===== src/rtl/xor_gate_sweep_ctrl.sv =====
// Clocked self-test sequencer for the 4-input XOR gate block: sweeps all 16 vectors,
// checks e/f/g against expected parity and reports pass/fail plus error statistics.
module xor_gate_sweep_ctrl #(
  parameter int unsigned SETTLE_CYCLES = 4,
  parameter int unsigned PASSES        = 1,
  parameter int unsigned ERR_W         = 6
) (
  input  logic             clk,
  input  logic             rst_n,
  input  logic             start,
  input  logic             abort,
  output logic             vec_a,
  output logic             vec_b,
  output logic             vec_c,
  output logic             vec_d,
  input  logic             gate_e,
  input  logic             gate_f,
  input  logic             gate_g,
  output logic             busy,
  output logic             done,
  output logic             pass,
  output logic [ERR_W-1:0] err_count,
  output logic             first_fail_valid,
  output logic [3:0]       first_fail_vec
);

  localparam int unsigned CW = (SETTLE_CYCLES > 1) ? $clog2(SETTLE_CYCLES) : 1;
  localparam int unsigned PW = (PASSES > 1) ? $clog2(PASSES) : 1;
  localparam logic [CW-1:0]    SettleLoad = CW'(SETTLE_CYCLES - 1);
  localparam logic [PW-1:0]    PassLast   = PW'(PASSES - 1);
  localparam logic [ERR_W-1:0] ErrMax     = '1;

  typedef enum logic [1:0] {StIdle, StSettle, StSample, StDone} state_e;

  state_e           r_state, w_state_d;
  logic [CW-1:0]    r_cnt, w_cnt_d;
  logic [PW-1:0]    r_pass_cnt, w_pass_cnt_d;
  logic [3:0]       r_vec, w_vec_d;
  logic             r_busy, r_done, r_pass, w_pass_d;
  logic [ERR_W-1:0] r_err, w_err_d;
  logic             r_ffv, w_ffv_d;
  logic [3:0]       r_ffvec, w_ffvec_d;

  logic [2:0]       w_expect;
  logic             w_mismatch;
  logic [ERR_W-1:0] w_err_inc;

  assign w_expect   = {r_vec[3] ^ r_vec[2], r_vec[1] ^ r_vec[0], ^r_vec};
  assign w_mismatch = ({gate_e, gate_f, gate_g} != w_expect);
  assign w_err_inc  = (r_err == ErrMax) ? r_err : r_err + 1'b1;

  always_comb begin
    w_state_d    = r_state;
    w_cnt_d      = r_cnt;
    w_pass_cnt_d = r_pass_cnt;
    w_vec_d      = r_vec;
    w_pass_d     = r_pass;
    w_err_d      = r_err;
    w_ffv_d      = r_ffv;
    w_ffvec_d    = r_ffvec;
    unique case (r_state)
      StIdle: begin
        if (start && !abort) begin
          w_state_d    = StSettle;
          w_cnt_d      = SettleLoad;
          w_pass_cnt_d = '0;
          w_vec_d      = 4'b0000;
          w_pass_d     = 1'b0;
          w_err_d      = '0;
          w_ffv_d      = 1'b0;
          w_ffvec_d    = 4'b0000;
        end
      end
      StSettle: begin
        if (abort) begin
          w_state_d = StIdle;
          w_vec_d   = 4'b0000;
        end else if (r_cnt == '0) begin
          w_state_d = StSample;
        end else begin
          w_cnt_d = r_cnt - 1'b1;
        end
      end
      StSample: begin
        // The compare is applied even when abort lands on this cycle.
        if (w_mismatch) begin
          w_err_d = w_err_inc;
          if (!r_ffv) begin
            w_ffv_d   = 1'b1;
            w_ffvec_d = r_vec;
          end
        end
        if (abort) begin
          w_state_d = StIdle;
          w_vec_d   = 4'b0000;
        end else if (r_vec != 4'hf) begin
          w_state_d = StSettle;
          w_cnt_d   = SettleLoad;
          w_vec_d   = r_vec + 4'h1;
        end else if (r_pass_cnt != PassLast) begin
          w_state_d    = StSettle;
          w_cnt_d      = SettleLoad;
          w_vec_d      = 4'h0;
          w_pass_cnt_d = r_pass_cnt + 1'b1;
        end else begin
          w_state_d = StDone;
          w_pass_d  = (r_err == '0) && !w_mismatch;
        end
      end
      StDone: begin
        w_state_d = StIdle;
        if (abort) w_vec_d = 4'b0000;
      end
      default: w_state_d = StIdle;
    endcase
  end

  always_ff @(posedge clk or negedge rst_n) begin
    if (!rst_n) begin
      r_state    <= StIdle;
      r_cnt      <= '0;
      r_pass_cnt <= '0;
      r_vec      <= 4'b0000;
      r_busy     <= 1'b0;
      r_done     <= 1'b0;
      r_pass     <= 1'b0;
      r_err      <= '0;
      r_ffv      <= 1'b0;
      r_ffvec    <= 4'b0000;
    end else begin
      r_state    <= w_state_d;
      r_cnt      <= w_cnt_d;
      r_pass_cnt <= w_pass_cnt_d;
      r_vec      <= w_vec_d;
      r_busy     <= (w_state_d == StSettle) || (w_state_d == StSample);
      r_done     <= (w_state_d == StDone);
      r_pass     <= w_pass_d;
      r_err      <= w_err_d;
      r_ffv      <= w_ffv_d;
      r_ffvec    <= w_ffvec_d;
    end
  end

  assign vec_a            = r_vec[3];
  assign vec_b            = r_vec[2];
  assign vec_c            = r_vec[1];
  assign vec_d            = r_vec[0];
  assign busy             = r_busy;
  assign done             = r_done;
  assign pass             = r_pass;
  assign err_count        = r_err;
  assign first_fail_valid = r_ffv;
  assign first_fail_vec   = r_ffvec;

endmodule


===== config.mk =====
export PLATFORM = sky130hd
export DESIGN_NAME = xor_gate_sweep_ctrl
export DESIGN_NICKNAME = d
export VERILOG_FILES = /design/src/rtl/xor_gate_sweep_ctrl.sv
export SDC_FILE = /design/constraint.sdc
export NUM_CORES = 1
export LEC_CHECK = 0
export CAP_MARGIN = 0
export CORE_UTILIZATION = 28
export DETAILED_ROUTE_END_ITERATION = 16
export SLEW_MARGIN = 10
export SYNTH_ARGS = -nofsm -noshare
export SYNTH_HDL_FRONTEND = slang
export SYNTH_SLANG_ARGS = --single-unit

===== constraint.sdc =====
create_clock -name clk -period 1.81 [get_ports clk]
set_input_delay 0.362 -clock clk [delete_from_list [all_inputs] [get_ports clk]]
set_output_delay 0.362 -clock clk [all_outputs]
set_load 0.01 [all_outputs]

==> metrics.txt <==
critical path peak fanout=6; Yosys warning count=0; Leak=around 0.69 nW; Ant. Diodes=0; via-per-instance ratio=between 5 and 6; via count=1115; row cnt=23; outcome=finished clean; die area=~4600 um^2; post-CTS setup buffers=0; total grt overflow=0; Least-Margin Pin Slew=~0.41 ns; maximum clock rate=568.0 MHz; vias in the first global route=between 1000 and 1500; min-delay worst type=input port to asynchronous set/reset pin; maximum VDD drop=~0.00033 V; R2R Path End=err_count[4]; Clock Sinks=22; Layout Nets=182; clock-pin slew on the worst setup and hold paths=0.08 ns; Post-CTS Resized=0; sequential-to-total area share from yosys stat=45.41%; hpwl dp=2141 um; reg-to-reg slack, setup=0.05 ns; Arr. time, crit path=around 1.9 ns; CTS Buffer Depth=2; port bufs=24; Starting Density=29.67%; die width=roughly 68 um; pin count of the biggest net entering global routing=23; H-tree Lvls=1; CP required=a little under 2 ns; Area after DPL=between 1500 and 2000 um^2; fin crit share=between 90% and 100%; Design Area, Final=1687 um^2; core area=between 4000 and 5000 um^2; area grow syn2layout=39.11%; Final min period=1.761 ns; # fillers=415; antenna violations before repair=0; element type at the critical path end=flop; RSZ-0062 raised after global routing=yes; synthesized cell area=approximately 1200 um^2; routed len/inst=13.12 um; CTS buffer count=3; P per Cell Area=585.1 nW/um^2; startpoint types=flop; final hold viol count=0; WS Path Type=flop to flop; setup TNS=0 ns; Mapped Nets=between 100 and 150; Crit path largest cell delay=0.43 ns; layout cells sized above 1=between 10% and 20%; IO Count=25; Rel. slew slack=roughly 72%; GP Congestion=0.8008; worst setup margin=a little under 0.05 ns; Synth async-reset ratio=100.0%; routed wire length=2861 um; DIE HEIGHT=between 60 and 70 um; GRT Total Usage=13.64%; CTS tree=done; Worst path slowest cell=dfrtp_2; First-pass DRT Iterations=4; synth unique cells=32; Mapped Cells=~130; reg2reg path depth=6; critical path cell sequence=ha_4, and3b_1, a21oi_2, o22ai_4, nor3_1, mux2i_1; post-synthesis register bit count=22; fin. max-slew vios=0; max cap viols=0; root buffer cell=clkbuf_8; Routed Antenna Nets=0; RR Startpoint=r_vec[3]; Worst Skew=around 0.008 ns; pre-CTS setup slack=-0.1933 ns; Final setup viols=0; Mapped Avg Cell Area=between 9 and 10 um^2; EDFF count, synth=0; clk_lat worst skew=between 0.2 and 0.3 ns; cts hold-fix bufs=0; most common flop cell mapped by yosys=dfrtp_1; Starting DRT DRC Count=30; DRC=0; first-pass GRT wire length=around 4800 um
[per-layer routing]
metal	share of wire, %	routed length [um]	up-vias	GRT usage, %
met2	47	1346	21	21.91
met4	0.70	20	0	4.167
met5	0	0	-	0
met1	49	1407	545	18.14
li1	-	-	547	-
met3	3.0	87	2	3.041
[critical path: cells and delay by family, from the launching register on]
kind                     cells  cell delay [ns]
AND/OR/NAND/NOR              2             0.49
flip-flops                   1             0.43
AO/OA/AOI/OAI                2             0.30
adder cells (fa/ha/maj)      1             0.25
multiplexers                 1             0.22
[area by class of cell]
cell class | instances | area, um^2 | share of cell area [%]
multi-input cells | 93 | 644.4 | 38.20
well taps | 50 | 62.56 | 3.709
clock buffers | 4 | 45.04 | 2.671
inverters | 12 | 45.04 | 2.671
flip-flops and latches | 22 | 551.8 | 32.72
repair buffers | 37 | 337.8 | 20.03
[kinds of logic (layout without fill, tap and decap cells)]
kind of cell / count (synthesis) / count (layout) / synth area share (%)
compound gates: 35 / 35 / 18.68
simple gates: 45 / 45 / 19.09
mux: 6 / 6 / 4.954
flops: 22 / 22 / 45.41
fa+ha+maj: 6 / 6 / 6.192
buf+inv: 16 / 53 / 4.953
xor+xnor: 1 / 1 / 0.7225
[metrics by stage]
step	total power [W]	cells	utilization [%]	hold slack (ns)
6_report	0.0009869	218	41.27	0.4474
5_1_grt	0.001035	218	41.27	0.4719
4_1_cts	0.0009979	218	40.91	0.4526
3_5_place_dp	0.0006877	214	39.80	0.4636
3_3_place_gp	0.0006812	214	39.80	0.4582
2_1_floorplan	0.0006147	131	-	0.06641
[cells in the final DEF, fill, tap and decap left out, types with 2 or more instances in the layout]
| master | count |
|---|---|
| clkdlybuf4s50_1 | 24 |
| dfrtp_1 | 21 |
| nand2_1 | 17 |
| buf_4 | 13 |
| inv_1 | 12 |
| a21oi_1 | 8 |
| nor2_1 | 7 |
| nand3_1 | 7 |
| o21ai_0 | 6 |
| mux2i_1 | 6 |
| ha_1 | 5 |
| o31ai_1 | 3 |
| nor3_1 | 3 |
| clkbuf_8 | 3 |
| nand2b_1 | 2 |
| a21oi_2 | 2 |
| a31oi_1 | 2 |
| o211ai_1 | 2 |
| o21ai_1 | 2 |
| a22o_1 | 2 |
| nor4b_1 | 2 |
[synth_stat cells (2+ instances only)]
cell type / n / area (um^2)
o211ai_1: 2 / 15.01
a22o_1: 2 / 17.52
inv_1: 12 / 45.04
mux2i_1: 6 / 60.06
a31oi_1: 2 / 12.51
o31ai_1: 4 / 30.03
o21ai_0: 8 / 40.04
nand2_1: 17 / 63.81
ha_1: 6 / 75.07
nand3_1: 7 / 35.03
nand2b_1: 2 / 12.51
dfrtp_1: 22 / 550.5
clkbuf_1: 4 / 15.01
nor4b_1: 2 / 17.52
a21oi_1: 10 / 50.05
nor3_1: 3 / 15.01
nor2_1: 7 / 26.28
[flip-flops by register name, summed over array words and instances (netlist names)]
signal and flops:
err_count 6, first_fail_vec 4, r_vec 4, r_cnt 2, r_state 2, busy 1
done 1, first_fail_valid 1, pass 1
[report_power, final]
part           leakage, nW  internal [W]  switching, W  total, W
Combinational        0.372     0.0000708     0.0000787  0.000149
Clock               0.0228      0.000156      0.000150  0.000306
Sequential           0.295      0.000512     0.0000194  0.000531
[worst max path at each step]
stage	startpoint	end	slack, ns	cells after the start
floorplan	r_vec[3]	err_count[3]	0.05	6
global placement	gate_g	err_count[3]	-0.15	6
detailed placement	gate_g	err_count[3]	-0.19	6
CTS	r_vec[3]	err_count[3]	0.02	6
global route	r_vec[3]	first_fail_vec[1]	-0.04	6
finish	r_vec[3]	err_count[4]	0.05	6
Note: power is estimated with default switching activity, not from simulation.
